<file path="src/rtl/invaders_pkg.sv">
// Shared definitions for the invaders video game blocks.
//
// Contents:
//   screen_w, screen_h  visible raster size in pixels
//   gun_row             top row of the player's gun; the laser spawns just above it
//   laser_state_e       projectile engine states
//   gun_centre()        laser spawn column from the gun extents, clamped at column 0

package invaders_pkg;

    localparam int unsigned screen_w = 640;
    localparam int unsigned screen_h = 480;
    localparam int unsigned gun_row  = 389;

    typedef enum logic [1:0] {
        IDLE = 2'd0,
        FLY  = 2'd1,
        COOL = 2'd2
    } laser_state_e;

    // Midpoint of the gun span minus half the laser width. The sum needs 11 bits so a gun
    // near column 1023 does not wrap; the subtraction saturates at 0 for a gun hugging the
    // left edge.
    function automatic logic [9:0] gun_centre(input logic [9:0] left,
                                              input logic [9:0] right,
                                              input logic [9:0] half_w);
        logic [9:0] mid;
        mid = 10'(({1'b0, left} + {1'b0, right}) >> 1);
        return (mid >= half_w) ? (mid - half_w) : 10'd0;
    endfunction

endpackage

</file>
<file path="src/rtl/laser_ctrl_if.sv">
// Signal bundle between the laser engine and its neighbours (player, enemy, paint mux).
//
// Inputs to the engine:  frame_i, fire_i, gun_left_i/gun_right_i, enemy box
//                        (enemy_left_i/right_i/top_i/bot_i), enemy_alive_i, raster x_i/y_i
// Outputs of the engine: active_o, laser_x_o/laser_y_o, hit_o, laser_area_o,
//                        red_o/green_o/blue_o
//
// Modports:
//   master  the surroundings: drive the inputs, observe the outputs
//   slave   the laser engine itself

interface laser_ctrl_if;

    logic       frame_i;
    logic       fire_i;
    logic [9:0] gun_left_i;
    logic [9:0] gun_right_i;
    logic [9:0] enemy_left_i;
    logic [9:0] enemy_right_i;
    logic [9:0] enemy_top_i;
    logic [9:0] enemy_bot_i;
    logic       enemy_alive_i;
    logic [9:0] x_i;
    logic [9:0] y_i;

    logic       active_o;
    logic [9:0] laser_x_o;
    logic [9:0] laser_y_o;
    logic       hit_o;
    logic       laser_area_o;
    logic [3:0] red_o;
    logic [3:0] green_o;
    logic [3:0] blue_o;

    modport master (
        output frame_i, fire_i, gun_left_i, gun_right_i,
        output enemy_left_i, enemy_right_i, enemy_top_i, enemy_bot_i, enemy_alive_i,
        output x_i, y_i,
        input  active_o, laser_x_o, laser_y_o, hit_o, laser_area_o,
        input  red_o, green_o, blue_o
    );

    modport slave (
        input  frame_i, fire_i, gun_left_i, gun_right_i,
        input  enemy_left_i, enemy_right_i, enemy_top_i, enemy_bot_i, enemy_alive_i,
        input  x_i, y_i,
        output active_o, laser_x_o, laser_y_o, hit_o, laser_area_o,
        output red_o, green_o, blue_o
    );

endinterface

</file>
<file path="src/rtl/box_overlap.sv">
// Combinational rectangle overlap test.
//
// Box A (the projectile) is w_p x h_p pixels with its top-left corner at (a_x, a_y); its
// bounds are inclusive. Box B (the target) is given by its edges, which are exclusive:
// only B's open interior counts as a hit. All arithmetic is 11-bit so A's right/bottom
// edge cannot wrap near coordinate 1023.
//
// Ports:
//   a_x, a_y                        top-left of box A
//   b_left, b_right, b_top, b_bot   edges of box B
//   overlap                         1 when A touches B's interior

module box_overlap #(
    parameter int unsigned w_p = 2,
    parameter int unsigned h_p = 12
) (
    input  logic [9:0] a_x,
    input  logic [9:0] a_y,
    input  logic [9:0] b_left,
    input  logic [9:0] b_right,
    input  logic [9:0] b_top,
    input  logic [9:0] b_bot,
    output logic       overlap
);

    logic [10:0] a_left;
    logic [10:0] a_right;
    logic [10:0] a_top;
    logic [10:0] a_bot;

    assign a_left  = {1'b0, a_x};
    assign a_top   = {1'b0, a_y};
    assign a_right = a_left + 11'(w_p - 1);
    assign a_bot   = a_top + 11'(h_p - 1);

    assign overlap = (a_right > {1'b0, b_left}) && (a_left < {1'b0, b_right}) &&
                     (a_bot > {1'b0, b_top}) && (a_top < {1'b0, b_bot});

endmodule

</file>
<file path="src/rtl/laser_ctrl.sv">
// Player laser engine: spawns one laser above the gun on a fire request, moves it upward
// once per frame, checks it against the enemy box and retires it on a hit or at the top
// of the screen, followed by a cooldown before the next shot is accepted.
//
// Ports:
//   clk_i      pixel clock (25 MHz)
//   reset_n_i  synchronous active-low reset
//   bus        laser_ctrl_if.slave: frame/fire/gun/enemy/raster inputs; active, position,
//              one-cycle hit pulse, per-pixel draw flag and constant colour outputs

module laser_ctrl
    import invaders_pkg::*;
#(
    parameter int unsigned laser_w_p   = 2,
    parameter int unsigned laser_h_p   = 12,
    parameter int unsigned speed_p     = 6,
    parameter int unsigned spawn_y_p   = gun_row - laser_h_p,
    parameter int unsigned top_limit_p = 8,
    parameter int unsigned cooldown_p  = 15,
    parameter logic [11:0] color_p     = 12'hF00
) (
    input logic         clk_i,
    input logic         reset_n_i,
    laser_ctrl_if.slave bus
);

    localparam int unsigned cnt_w      = (cooldown_p > 0) ? $clog2(cooldown_p + 1) : 1;
    localparam logic [9:0]  half_w     = 10'(laser_w_p >> 1);
    // Below this row another step of speed_p would cross top_limit_p, so the laser retires.
    localparam logic [10:0] retire_row = 11'(top_limit_p + speed_p);

    laser_state_e     state_q, state_d;
    logic [9:0]       x_q, x_d;
    logic [9:0]       y_q, y_d;
    logic [cnt_w-1:0] cnt_q, cnt_d;
    logic             hit_q, hit_d;
    logic             collide;

    // Collision is judged on the position before this frame's move.
    box_overlap #(
        .w_p (laser_w_p),
        .h_p (laser_h_p)
    ) u_collide (
        .a_x     (x_q),
        .a_y     (y_q),
        .b_left  (bus.enemy_left_i),
        .b_right (bus.enemy_right_i),
        .b_top   (bus.enemy_top_i),
        .b_bot   (bus.enemy_bot_i),
        .overlap (collide)
    );

    always_comb begin
        state_d = state_q;
        x_d     = x_q;
        y_d     = y_q;
        cnt_d   = cnt_q;
        hit_d   = 1'b0;

        unique case (state_q)
            IDLE: begin
                if (bus.fire_i) begin
                    x_d     = gun_centre(bus.gun_left_i, bus.gun_right_i, half_w);
                    y_d     = 10'(spawn_y_p);
                    state_d = FLY;
                end
            end

            FLY: begin
                if (bus.frame_i) begin
                    if (bus.enemy_alive_i && collide) begin
                        hit_d   = 1'b1;
                        cnt_d   = cnt_w'(cooldown_p);
                        state_d = COOL;
                    end else if ({1'b0, y_q} < retire_row) begin
                        cnt_d   = cnt_w'(cooldown_p);
                        state_d = COOL;
                    end else begin
                        y_d = y_q - 10'(speed_p);
                    end
                end
            end

            COOL: begin
                // The zero test comes first so a zero cooldown spends exactly one cycle here.
                if (cnt_q == '0) begin
                    state_d = IDLE;
                end else if (bus.frame_i) begin
                    cnt_d = cnt_q - cnt_w'(1);
                end
            end

            default: begin
                state_d = IDLE;
            end
        endcase
    end

    always_ff @(posedge clk_i) begin
        if (!reset_n_i) begin
            state_q <= IDLE;
            x_q     <= '0;
            y_q     <= '0;
            cnt_q   <= '0;
            hit_q   <= 1'b0;
        end else begin
            state_q <= state_d;
            x_q     <= x_d;
            y_q     <= y_d;
            cnt_q   <= cnt_d;
            hit_q   <= hit_d;
        end
    end

    // Draw flag: purely combinational on the raster position so it has no pixel latency.
    logic [10:0] px, py;
    logic [10:0] lx_lo, lx_hi, ly_lo, ly_hi;

    assign px    = {1'b0, bus.x_i};
    assign py    = {1'b0, bus.y_i};
    assign lx_lo = {1'b0, x_q};
    assign ly_lo = {1'b0, y_q};
    assign lx_hi = lx_lo + 11'(laser_w_p - 1);
    assign ly_hi = ly_lo + 11'(laser_h_p - 1);

    assign bus.active_o     = (state_q == FLY);
    assign bus.laser_x_o    = x_q;
    assign bus.laser_y_o    = y_q;
    assign bus.hit_o        = hit_q;
    assign bus.laser_area_o = (state_q == FLY) && (px >= lx_lo) && (px <= lx_hi) &&
                              (py >= ly_lo) && (py <= ly_hi);

    assign bus.red_o   = color_p[11:8];
    assign bus.green_o = color_p[7:4];
    assign bus.blue_o  = color_p[3:0];

endmodule

</file>
<file path="src/flat_wrapper.sv">
// flat-port wrapper written by rule: the top's interface ports become plain ports
module laser_ctrl_flat import invaders_pkg::*;
#(
    parameter int unsigned laser_w_p   = 2,
    parameter int unsigned laser_h_p   = 12,
    parameter int unsigned speed_p     = 6,
    parameter int unsigned spawn_y_p   = gun_row - laser_h_p,
    parameter int unsigned top_limit_p = 8,
    parameter int unsigned cooldown_p  = 15,
    parameter logic [11:0] color_p     = 12'hF00
)
  (clk_i, reset_n_i, bus_frame_i, bus_fire_i, bus_gun_left_i, bus_gun_right_i, bus_enemy_left_i, bus_enemy_right_i, bus_enemy_top_i, bus_enemy_bot_i, bus_enemy_alive_i, bus_x_i, bus_y_i, bus_active_o, bus_laser_x_o, bus_laser_y_o, bus_hit_o, bus_laser_area_o, bus_red_o, bus_green_o, bus_blue_o);
  laser_ctrl_if bus_i ();
  input logic clk_i;
  input logic reset_n_i;
  input wire logic [$bits(bus_i.frame_i)-1:0] bus_frame_i;
  input wire logic [$bits(bus_i.fire_i)-1:0] bus_fire_i;
  input wire logic [$bits(bus_i.gun_left_i)-1:0] bus_gun_left_i;
  input wire logic [$bits(bus_i.gun_right_i)-1:0] bus_gun_right_i;
  input wire logic [$bits(bus_i.enemy_left_i)-1:0] bus_enemy_left_i;
  input wire logic [$bits(bus_i.enemy_right_i)-1:0] bus_enemy_right_i;
  input wire logic [$bits(bus_i.enemy_top_i)-1:0] bus_enemy_top_i;
  input wire logic [$bits(bus_i.enemy_bot_i)-1:0] bus_enemy_bot_i;
  input wire logic [$bits(bus_i.enemy_alive_i)-1:0] bus_enemy_alive_i;
  input wire logic [$bits(bus_i.x_i)-1:0] bus_x_i;
  input wire logic [$bits(bus_i.y_i)-1:0] bus_y_i;
  output wire logic [$bits(bus_i.active_o)-1:0] bus_active_o;
  output wire logic [$bits(bus_i.laser_x_o)-1:0] bus_laser_x_o;
  output wire logic [$bits(bus_i.laser_y_o)-1:0] bus_laser_y_o;
  output wire logic [$bits(bus_i.hit_o)-1:0] bus_hit_o;
  output wire logic [$bits(bus_i.laser_area_o)-1:0] bus_laser_area_o;
  output wire logic [$bits(bus_i.red_o)-1:0] bus_red_o;
  output wire logic [$bits(bus_i.green_o)-1:0] bus_green_o;
  output wire logic [$bits(bus_i.blue_o)-1:0] bus_blue_o;
  assign bus_i.frame_i = bus_frame_i;
  assign bus_i.fire_i = bus_fire_i;
  assign bus_i.gun_left_i = bus_gun_left_i;
  assign bus_i.gun_right_i = bus_gun_right_i;
  assign bus_i.enemy_left_i = bus_enemy_left_i;
  assign bus_i.enemy_right_i = bus_enemy_right_i;
  assign bus_i.enemy_top_i = bus_enemy_top_i;
  assign bus_i.enemy_bot_i = bus_enemy_bot_i;
  assign bus_i.enemy_alive_i = bus_enemy_alive_i;
  assign bus_i.x_i = bus_x_i;
  assign bus_i.y_i = bus_y_i;
  assign bus_active_o = bus_i.active_o;
  assign bus_laser_x_o = bus_i.laser_x_o;
  assign bus_laser_y_o = bus_i.laser_y_o;
  assign bus_hit_o = bus_i.hit_o;
  assign bus_laser_area_o = bus_i.laser_area_o;
  assign bus_red_o = bus_i.red_o;
  assign bus_green_o = bus_i.green_o;
  assign bus_blue_o = bus_i.blue_o;
  laser_ctrl #(.laser_w_p(laser_w_p), .laser_h_p(laser_h_p), .speed_p(speed_p), .spawn_y_p(spawn_y_p), .top_limit_p(top_limit_p), .cooldown_p(cooldown_p), .color_p(color_p)) u_core (.clk_i(clk_i), .reset_n_i(reset_n_i), .bus(bus_i));
endmodule
</file>
<file path="config.mk">
export PLATFORM = sky130hd
export DESIGN_NAME = laser_ctrl_flat
export DESIGN_NICKNAME = d
export VERILOG_FILES = /design/src/rtl/invaders_pkg.sv /design/src/rtl/laser_ctrl_if.sv /design/src/rtl/box_overlap.sv /design/src/rtl/laser_ctrl.sv /design/src/flat_wrapper.sv
export SDC_FILE = /design/constraint.sdc
export NUM_CORES = 1
export LEC_CHECK = 0
export BUFFER_PORTS_ARGS = -buffer_cell sky130_fd_sc_hd__buf_2
export CAP_MARGIN = 30
export CORE_UTILIZATION = 50
export CTS_CLUSTER_DIAMETER = 30
export DETAILED_ROUTE_END_ITERATION = 8
export PLACE_DENSITY = 0.75
export SYNTH_ARGS = -nofsm -noshare
export SYNTH_HDL_FRONTEND = slang
export SYNTH_SLANG_ARGS = --single-unit
</file>
<file path="constraint.sdc">
create_clock -name clk_i -period 3.6 [get_ports clk_i]
set_input_delay 0.36 -clock clk_i [delete_from_list [all_inputs] [get_ports clk_i]]
set_output_delay 0.36 -clock clk_i [all_outputs]
set_load 0.005 [all_outputs]
</file>
==> results of run 1 <==
area by class of cell:
cell class	count	area, um^2	share of cell area
Sequential cell	27	546	0.108
Tap cell	105	131	0.0261
Multi-Input combinational cell	429	3350	0.664
Inverter	90	338	0.0670
Clock buffer	3	41.3	0.00819
Timing Repair Buffer	120	633	0.126
Clock inverter	1	5.00	0.000993
what timing repair did:
item / 4_1_cts / 5_1_grt
pin swaps: 4 / 4
setup buffers: 1 / 0
setup endpoints to repair: 1 / 10
hold buffers: 0 / 0
resized for setup: 11 / 7
sequential cells by signal, summed over array words and instances (netlist names):
signal                cells
u_core.bus.hit_o          1
u_core.cnt_q              4
u_core.bus.laser_x_o     10
u_core.state_q            2
u_core.bus.laser_y_o     10
cells by family (layout without fill, tap and decap cells):
logic type,count (synthesis),in the layout,share of synthesized area
other cells,2,12,0.00176
compound gates,146,146,0.239
buf+inv,110,214,0.110
xor+xnor,26,26,0.0535
flops,27,27,0.127
simple gates,148,148,0.183
mux,1,1,0.00235
fa+ha+maj,96,96,0.284
per-layer routing:
metal | routed length, um | track usage | vias to the layer above
li1 | - | - | 2188
met1 | 4850 | 0.307 | 1952
met2 | 5320 | 0.444 | 135
met3 | 558 | 0.0170 | 21
met4 | 251 | 0.0936 | 0
met5 | 0 | 0 | -
metrics by stage:
step                      total power [uW]  setup WS, ps
after detailed placement              1230           191
after floorplan                        970           417
after global placement                1200           312
after global routing                  1560         -42.0
after CTS                             1420          32.7
final                                 1430           119
worst max-delay path, cell delays in order (launching register included):
cell and delay (ps):
dfxtp_2 330, inv_2 90, ha_2 190, nand2_1 80, and3_1 200, nand2b_1 180, xnor2_2 250, inv_1 80
ha_1 180, a21o_1 170, a21o_1 180, a2111oi_2 300, nor4_1 90, nor4_1 330, buf_2 180
synth_stat cells (10+ instances only):
master	number	area share
xnor2_1	20	0.041
a21o_1	14	0.025
nor3_1	15	0.018
nand2_1	30	0.026
ha_1	95	0.28
inv_1	90	0.079
nand4_1	10	0.015
dfxtp_1	27	0.13
nand3_1	12	0.014
a21oi_1	29	0.034
buf_4	12	0.021
o21a_1	16	0.028
nor2_1	25	0.022
o21ai_1	12	0.014
o21ai_0	23	0.027
nand2b_1	12	0.018
worst paths after layout:
| kind | to | depth (start not counted) | start | slack (ps) |
|---|---|---|---|---|
| max | bus_laser_area_o | 14 | u_core.bus.laser_y_o[1]$_SDFFE_PN0P_ | 120 |
| min reg2reg | u_core.bus.laser_x_o[2]$_SDFFE_PN0P_ | 2 | u_core.bus.laser_x_o[2]$_SDFFE_PN0P_ | 530 |
| min | u_core.cnt_q[1]$_SDFFE_PN0P_ | 2 | bus_frame_i | 450 |
| max reg2reg | u_core.bus.laser_y_o[8]$_SDFFE_PN0P_ | 12 | u_core.bus.laser_x_o[0]$_SDFFE_PN0P_ | 330 |
power by group through the flow:
| stage | Combinational, uW | Sequential [uW] | Clock (uW) |
|---|---|---|---|
| after global placement | 815 | 385 | 0 |
| after floorplan | 577 | 393 | 0 |
| final | 876 | 382 | 171 |
| after detailed placement | 844 | 387 | 0 |
| after CTS | 868 | 381 | 174 |
| after global routing | 992 | 387 | 186 |
==> impl_metrics.ini, run 1 <==
[route]
avgViaCountPerCell = 5.54
first_pass_iters = 5
postRouteAntennaNets = 0
drt_wl_total_mm = 11.0
drtIter0Drc = 194
wire_per_inst_um = 14.2
drc = 0
vias = 4296

[die]
initial_core_util = 0.518
die_w_um = 94.3
dieArea_um2 = 8890
rows = 33
io_pins = 120
core_area_um2 = 8220
die_h_um = 94.3

[yosys]
seq_area_frac_synth = 0.127
async_flop_share = 0
synth.distinct_cells = 58
synth-seq-cells = 27
yosys_most_used_dff = dfxtp_1
syn_area_um2 = 4260
synth_cells = 556
synth_edf_count = 0
synth_warnings = 0
avgSynthCellArea_um2 = 7.66

[pwr]
powerDensity_nw_per_um2 = 283
power.leakage_uw = 0.00256
switching_share = 0.437
vdd_drop_max_mv = 0.148
switchingPower_uw = 624
clkPwrFrac = 0.119
p_int_uw = 805
seqPwrFrac = 0.268
combPwrFrac = 0.613

[clock_tree]
clk_latency_ps = 270
cts.clk_slew.worst_paths_ps = 90
cts_buffer_depth = 2
cts_root_buffer = clkbuf_8
cts_tree = yes
cts_sinks = 27
htreeDepth = 1
cts_buffers = 3

[cells_and_area]
antennaDiodeCount = 0
fin_area_um2 = 5040
layout-drive-gt1-share = 0.218
n_fill_cell = 768
nNetsFinal = 852
final_common_cell = buf_2
syn2layout_area_growth_pct = 18.4
final_util = 0.614
layout_common_cells = 107 x buf_2, 94 x ha_1, 89 x inv_1
fin_cells = 775

[global_route]
grt_max_degree = 17
grt_pass1_vias = 4027
grt_overflow = 0
grt_usage = 0.248
grt_pass1_wl_mm = 17.7
antenna_found_initial = 0

[critical_path]
cp.required_ps = 3240
crit_type = register to output pin
critPathArrivalTime_ps = 3120
worst-path-max-fanout = 5
critPathLaunchType = register
critPathCaptureType = output pin

[place]
dpl.hpwl_mm = 9.31
routabilityCongestion = 0.935
io_buffer_count = 107
place_inst = 770
placed_cell_area_um2 = 4920

[sta]
maxSlewViolCount = 0
period_share = 0.967
clock_skew_ps = 3.69
tns_ps = 0
maxClockFrequency_mhz = 287
hold_viol = 0
setup_violations = 0
rsz0062_at_grt = true
holdWs_ps = 451
finalCriticalPeriod_ps = 3480
slew_headroom = 0.430
tightest_slew_ps = 852

[hold_path]
hp-class = input pin to register

[status]
status = completed

[flow_run]
drv_cap = 0
Power figures use the tool's default switching activity.
==> run 2, diff against run 1 <==
--- a/config.mk
+++ b/config.mk
@@ -7,10 +7,12 @@
 export LEC_CHECK = 0
 export BUFFER_PORTS_ARGS = -buffer_cell sky130_fd_sc_hd__buf_2
 export CAP_MARGIN = 30
-export CORE_UTILIZATION = 50
+export CELL_PAD_IN_SITES_DETAIL_PLACEMENT = 0
+export CELL_PAD_IN_SITES_GLOBAL_PLACEMENT = 2
+export CORE_UTILIZATION = 30
 export CTS_CLUSTER_DIAMETER = 30
 export DETAILED_ROUTE_END_ITERATION = 8
-export PLACE_DENSITY = 0.75
+export PLACE_DENSITY = 0.8
 export SYNTH_ARGS = -nofsm -noshare
 export SYNTH_HDL_FRONTEND = slang
 export SYNTH_SLANG_ARGS = --single-unit
==> run 2 against run 1 <==
Effect of this change:
- sequential power fell by 2%
- global-route usage fell by 7.9 points
- power rose by 8.7%
- die area rose by 65%
- final cell count rose by 11%
- sequential share of layout area fell by 0.51 points
- critical path type unchanged
- clock skew barely moved
- core utilization fell by 23 points
- worst setup slack improved by 84 ps
- count of clock-buffer cells in the layout did not move
- largest cell class unchanged
- highest routed layer unchanged
- clock power rose by 49%
==> impl_metrics.ini, run 2 (same netlist as run 1, synthesis figures left out) <==
[status]
status = completed

[critical_path]
critPathCaptureType = output pin
cp.required_ps = 3240
critPathArrivalTime_ps = 3040
crit_slowest_cell = a2111oi_4
rr_worst_depth = 13
crit_type = register to output pin
path_cells = inv_1, buf_4, ha_1, nand2_2, and3_1, nand2b_4, xnor2_4, inv_1, ha_1, a21o_1, a21o_1, a2111oi_4, nor4_2, nor4_1, buf_2
worst-path-max-fanout = 4
critPathLaunchType = register
slowest_delay_ps = 360

[global_route]
antenna_found_initial = 0
grt_pass1_vias = 4145
grt_max_degree = 17
grt_pass1_wl_mm = 20.1
grt_overflow = 0
grt_usage = 0.170

[hold_path]
hp-class = input pin to register
hold_depth = 3

[route]
drc = 0
avgViaCountPerCell = 4.97
drtIter0Drc = 242
vias = 4266
wire_per_inst_um = 14.3
postRouteAntennaNets = 0
first_pass_iters = 4
drt_wl_total_mm = 12.3

[die]
rows = 43
io_pins = 120
dieArea_um2 = 14700
initial_core_util = 0.307
die_h_um = 121
core_area_um2 = 13900
die_w_um = 121

[place]
routabilityCongestion = 0.908
io_buffer_count = 107
post-place-ws_ps = 94.5
dpl.hpwl_mm = 10.5

[clock_tree]
cts.clk_slew.worst_paths_ps = 70
cts_sinks = 27
cts_root_buffer = clkbuf_16
cts_buffer_depth = 2
htreeDepth = 1
clk_latency_ps = 260
cts_buffers = 3
cts_tree = yes

[sta]
rsz0062_at_grt = true
period_share = 0.944
hold_viol = 0
finalCriticalPeriod_ps = 3400
tightest_slew_ps = 647
finalWorstSetupSlack_ps = 202
maxSlewViolCount = 0
maxClockFrequency_mhz = 294
clock_skew_ps = 3.73
setup_violations = 0
slew_headroom = 0.565

[pwr]
vdd_drop_max_mv = 0.162
powerDensity_nw_per_um2 = 295
power.leakage_uw = 0.00263

[cells_and_area]
final_common_cell = buf_2
syn2layout_area_growth_pct = 23.7
layout_common_cells = 107 x buf_2, 95 x ha_1, 90 x inv_1
layout-drive-gt1-share = 0.229
final_util = 0.379
antennaDiodeCount = 0
nNetsFinal = 860
n_fill_cell = 1476

[flow_run]
drv_cap = 0
run 2: final cells by class:
type	instances	area (um^2)	area share
multi-input combinational	429	3390	0.643
clock inverter	1	5.00	0.000951
inverter	90	338	0.0642
tap	180	225	0.0428
timing repair buffer	128	693	0.132
clock buffer	3	75.1	0.0143
sequential	27	543	0.103
run 2: repair_timing:
item / CTS / global route
hold endpoints to repair: 0 / 0
resized for setup: 1 / 19
pin swaps: 0 / 6
buffers inserted: 0 / 2
hold buffers: 0 / 0
endpoints found under the setup margin: 1 / 15
run 2: layer usage:
metal	wire length, um	vias up	global-route usage
met5	0	-	0
met4	71	0	0.0278
met3	502	7	0.0179
met2	5710	86	0.285
met1	6010	1957	0.236
li1	-	2216	-
run 2: critical path: cells and delay by family, from the launching register on:
kind / cells / cell delay [ps]
AO/OA/AOI/OAI: 3 / 730
XOR/XNOR: 1 / 170
adder cells (fa/ha/maj): 2 / 360
buffers and inverters: 4 / 430
flip-flops: 1 / 320
AND/OR/NAND/NOR: 5 / 770
run 2: worst paths after layout:
path	start	end	slack (ps)
worst max register to register	u_core.bus.laser_x_o[0]$_SDFFE_PN0P_	u_core.bus.laser_y_o[2]$_SDFFE_PN0P_	320
worst max-delay path	u_core.bus.laser_y_o[1]$_SDFFE_PN0P_	bus_laser_area_o	200
worst min register to register	u_core.bus.laser_x_o[3]$_SDFFE_PN0P_	u_core.bus.laser_x_o[3]$_SDFFE_PN0P_	530
worst min-delay path	bus_frame_i	u_core.bus.hit_o$_SDFF_PN0_	500
run 2: where the power goes:
part | leakage (uW) | switching, uW | internal, uW | total [uW]
combinational | 0.00236 | 510 | 415 | 925
clock | 0.0000409 | 105 | 150 | 255
sequential | 0.000223 | 38.0 | 335 | 373
run 2: stage by stage:
step / hold slack [ps] / total power, uW / cells / TNS [ps] / area, um^2
2_1_floorplan: 485 / 970 / 566 / 0 / 4300
3_3_place_gp: 507 / 1260 / 852 / 0 / 5070
3_5_place_dp: 520 / 1270 / 852 / 0 / 5070
4_1_cts: 503 / 1530 / 856 / 0 / 5150
5_1_grt: 519 / 1710 / 858 / -41.0 / 5270
6_report: 502 / 1550 / 858 / 0 / 5270
==> run 3, diff against run 2 <==
--- a/config.mk
+++ b/config.mk
@@ -9,10 +9,11 @@
 export CAP_MARGIN = 30
 export CELL_PAD_IN_SITES_DETAIL_PLACEMENT = 0
 export CELL_PAD_IN_SITES_GLOBAL_PLACEMENT = 2
-export CORE_UTILIZATION = 30
+export CORE_UTILIZATION = 31
+export CTS_BUF_LIST = sky130_fd_sc_hd__clkbuf_4
 export CTS_CLUSTER_DIAMETER = 30
 export DETAILED_ROUTE_END_ITERATION = 8
-export PLACE_DENSITY = 0.8
+export PLACE_DENSITY = 0.82
 export SYNTH_ARGS = -nofsm -noshare
 export SYNTH_HDL_FRONTEND = slang
 export SYNTH_SLANG_ARGS = --single-unit
==> run 3 against run 2 <==
Effect of this change:
- final cell count down 0.23%
- first-iteration DRC count down 12%
- register-to-register slack better by 20 ps
- largest power group unchanged
- sequential power about the same
- combinational power up 2%
- die area down 3.2%
- routed wire length down 2.0%
- cell area up 0.12%
- critical endpoint unchanged
- critical path depth unchanged
- core utilization up 1.7 points
- power down 7.2%
- clock power down 48%
==> impl_metrics.ini, run 3 (same netlist as run 1, synthesis figures left out) <==
[sta]
finalCriticalPeriod_ps = 3350
clock_skew_ps = 1.58
period_share = 0.931
hold_viol = 0
maxClockFrequency_mhz = 298
slew_headroom = 0.544
holdWs_ps = 419
maxSlewViolCount = 0
tightest_slew_ps = 678
rsz0062_at_grt = true
setup_violations = 0

[die]
initial_core_util = 0.320
core_area_um2 = 13300
rows = 42
die_h_um = 119
io_pins = 120
dieArea_um2 = 14200
die_w_um = 119

[clock_tree]
cts_buffer_depth = 2
cts_tree = yes
cts.clk_slew.worst_paths_ps = 150
cts_sinks = 27
cts_root_buffer = clkbuf_4
cts_buffers = 3
clk_latency_ps = 320
htreeDepth = 1

[critical_path]
path_cells = inv_2, buf_6, ha_2, nand2_1, and3_4, nand2b_4, xnor2_4, inv_1, ha_1, a21o_1, a21o_1, a2111oi_4, nor4_2, nor4_2, buf_2
critPathLaunchType = register
crit_slowest_cell = dfxtp_2
slowest_delay_ps = 350
critPathArrivalTime_ps = 2990
cp.required_ps = 3240
crit_buf_inv = 4
crit_type = register to output pin
worst-path-max-fanout = 4
critPathTopFamily = simple AND/OR/NAND/NOR gates
critPathCaptureType = output pin

[cells_and_area]
seqCellArea_um2 = 544
layout-drive-gt1-share = 0.243
syn2layout_area_growth_pct = 23.8
final_util = 0.396
multi_input_area_um2 = 3430
antennaDiodeCount = 0
final_common_cell = buf_2
nNetsFinal = 862
n_fill_cell = 1417
layout_common_cells = 107 x buf_2, 93 x ha_1, 89 x inv_1

[global_route]
grt_pass1_vias = 4064
grt_pass1_wl_mm = 19.7
grt_overflow = 0
antenna_found_initial = 0
grt_usage = 0.170
grt_max_degree = 17

[route]
wire_per_inst_um = 14.1
postRouteAntennaNets = 0
vias = 4254
drc = 0
first_pass_iters = 4
drtIter0Drc = 214
drt_wl_total_mm = 12.0
avgViaCountPerCell = 4.97

[flow_run]
drv_cap = 0

[place]
io_buffer_count = 107
dpl.hpwl_mm = 10.4
routabilityCongestion = 0.885

[pwr]
power.leakage_uw = 0.00263
switching_share = 0.441
vdd_drop_max_mv = 0.126
switchingPower_uw = 637
clkPwrFrac = 0.091
powerDensity_nw_per_um2 = 274
combPwrFrac = 0.652
p_int_uw = 805
seqPwrFrac = 0.257

[status]
status = completed

[hold_path]
hp-class = input pin to register
-- run 3: cell types whose count changed in the layout (fill, tap and decap cells not counted), sizes merged --
cell | before | now
buf | 128 | 130
-- run 3: what timing repair did --
item	in CTS	in global routing
pin swaps	8	6
setup endpoints to repair	1	15
gates cloned	0	0
resized for setup	16	14
hold buffers	0	0
setup buffers	4	0
-- run 3: area by class of cell --
| class | count | share of cell area |
|---|---|---|
| Timing Repair Buffer | 130 | 0.135 |
| Clock inverter | 1 | 0.000949 |
| Inverter | 90 | 0.0641 |
| Tap cell | 176 | 0.0418 |
| Clock buffer | 3 | 0.00427 |
| Multi-Input combinational cell | 429 | 0.651 |
| Sequential cell | 27 | 0.103 |
-- run 3: path summary, 6_finish.rpt --
| kind | slack [ps] | to | cells past startpoint | start |
|---|---|---|---|---|
| max reg2reg | 340 | u_core.cnt_q[3]$_SDFFE_PN0P_ | 12 | u_core.bus.laser_x_o[1]$_SDFFE_PN0P_ |
| min reg2reg | 520 | u_core.bus.laser_x_o[3]$_SDFFE_PN0P_ | 2 | u_core.bus.laser_x_o[3]$_SDFFE_PN0P_ |
| min | 420 | u_core.bus.hit_o$_SDFF_PN0_ | 3 | bus_frame_i |
| max | 250 | bus_laser_area_o | 15 | u_core.bus.laser_y_o[1]$_SDFFE_PN0P_ |
-- run 3: routing by layer --
metal | up-vias | routed length [um] | global-route usage
met5 | - | 0 | 0
met4 | 0 | 46 | 0.0245
met3 | 4 | 435 | 0.0163
met2 | 99 | 5600 | 0.291
met1 | 1931 | 5970 | 0.234
li1 | 2220 | - | -
-- run 3: per-stage QoR --
step	power [uW]	instances	worst slack (ps)	TNS, ps	instance area [um^2]
after global placement	1250	848	209	0	5060
after CTS	1440	856	2.86	0	5210
after floorplan	970	566	417	0	4300
final	1440	856	247	0	5270
after detailed placement	1260	848	167	0	5060
after global routing	1600	856	-6.59	-6.59	5270
-- run 3: tightest hold or removal path: stages --
cell     delay (ps)
buf_2           170
nand3_1         120
nor3_1           60
-- run 3: power groups by stage --
stage          Sequential [uW]  Clock (uW)  Combinational [uW]
6_report                   370         132                 940
5_1_grt                    376         148                1080
4_1_cts                    369         138                 929
3_5_place_dp               376           0                 884
3_3_place_gp               375           0                 873
2_1_floorplan              393           0                 577
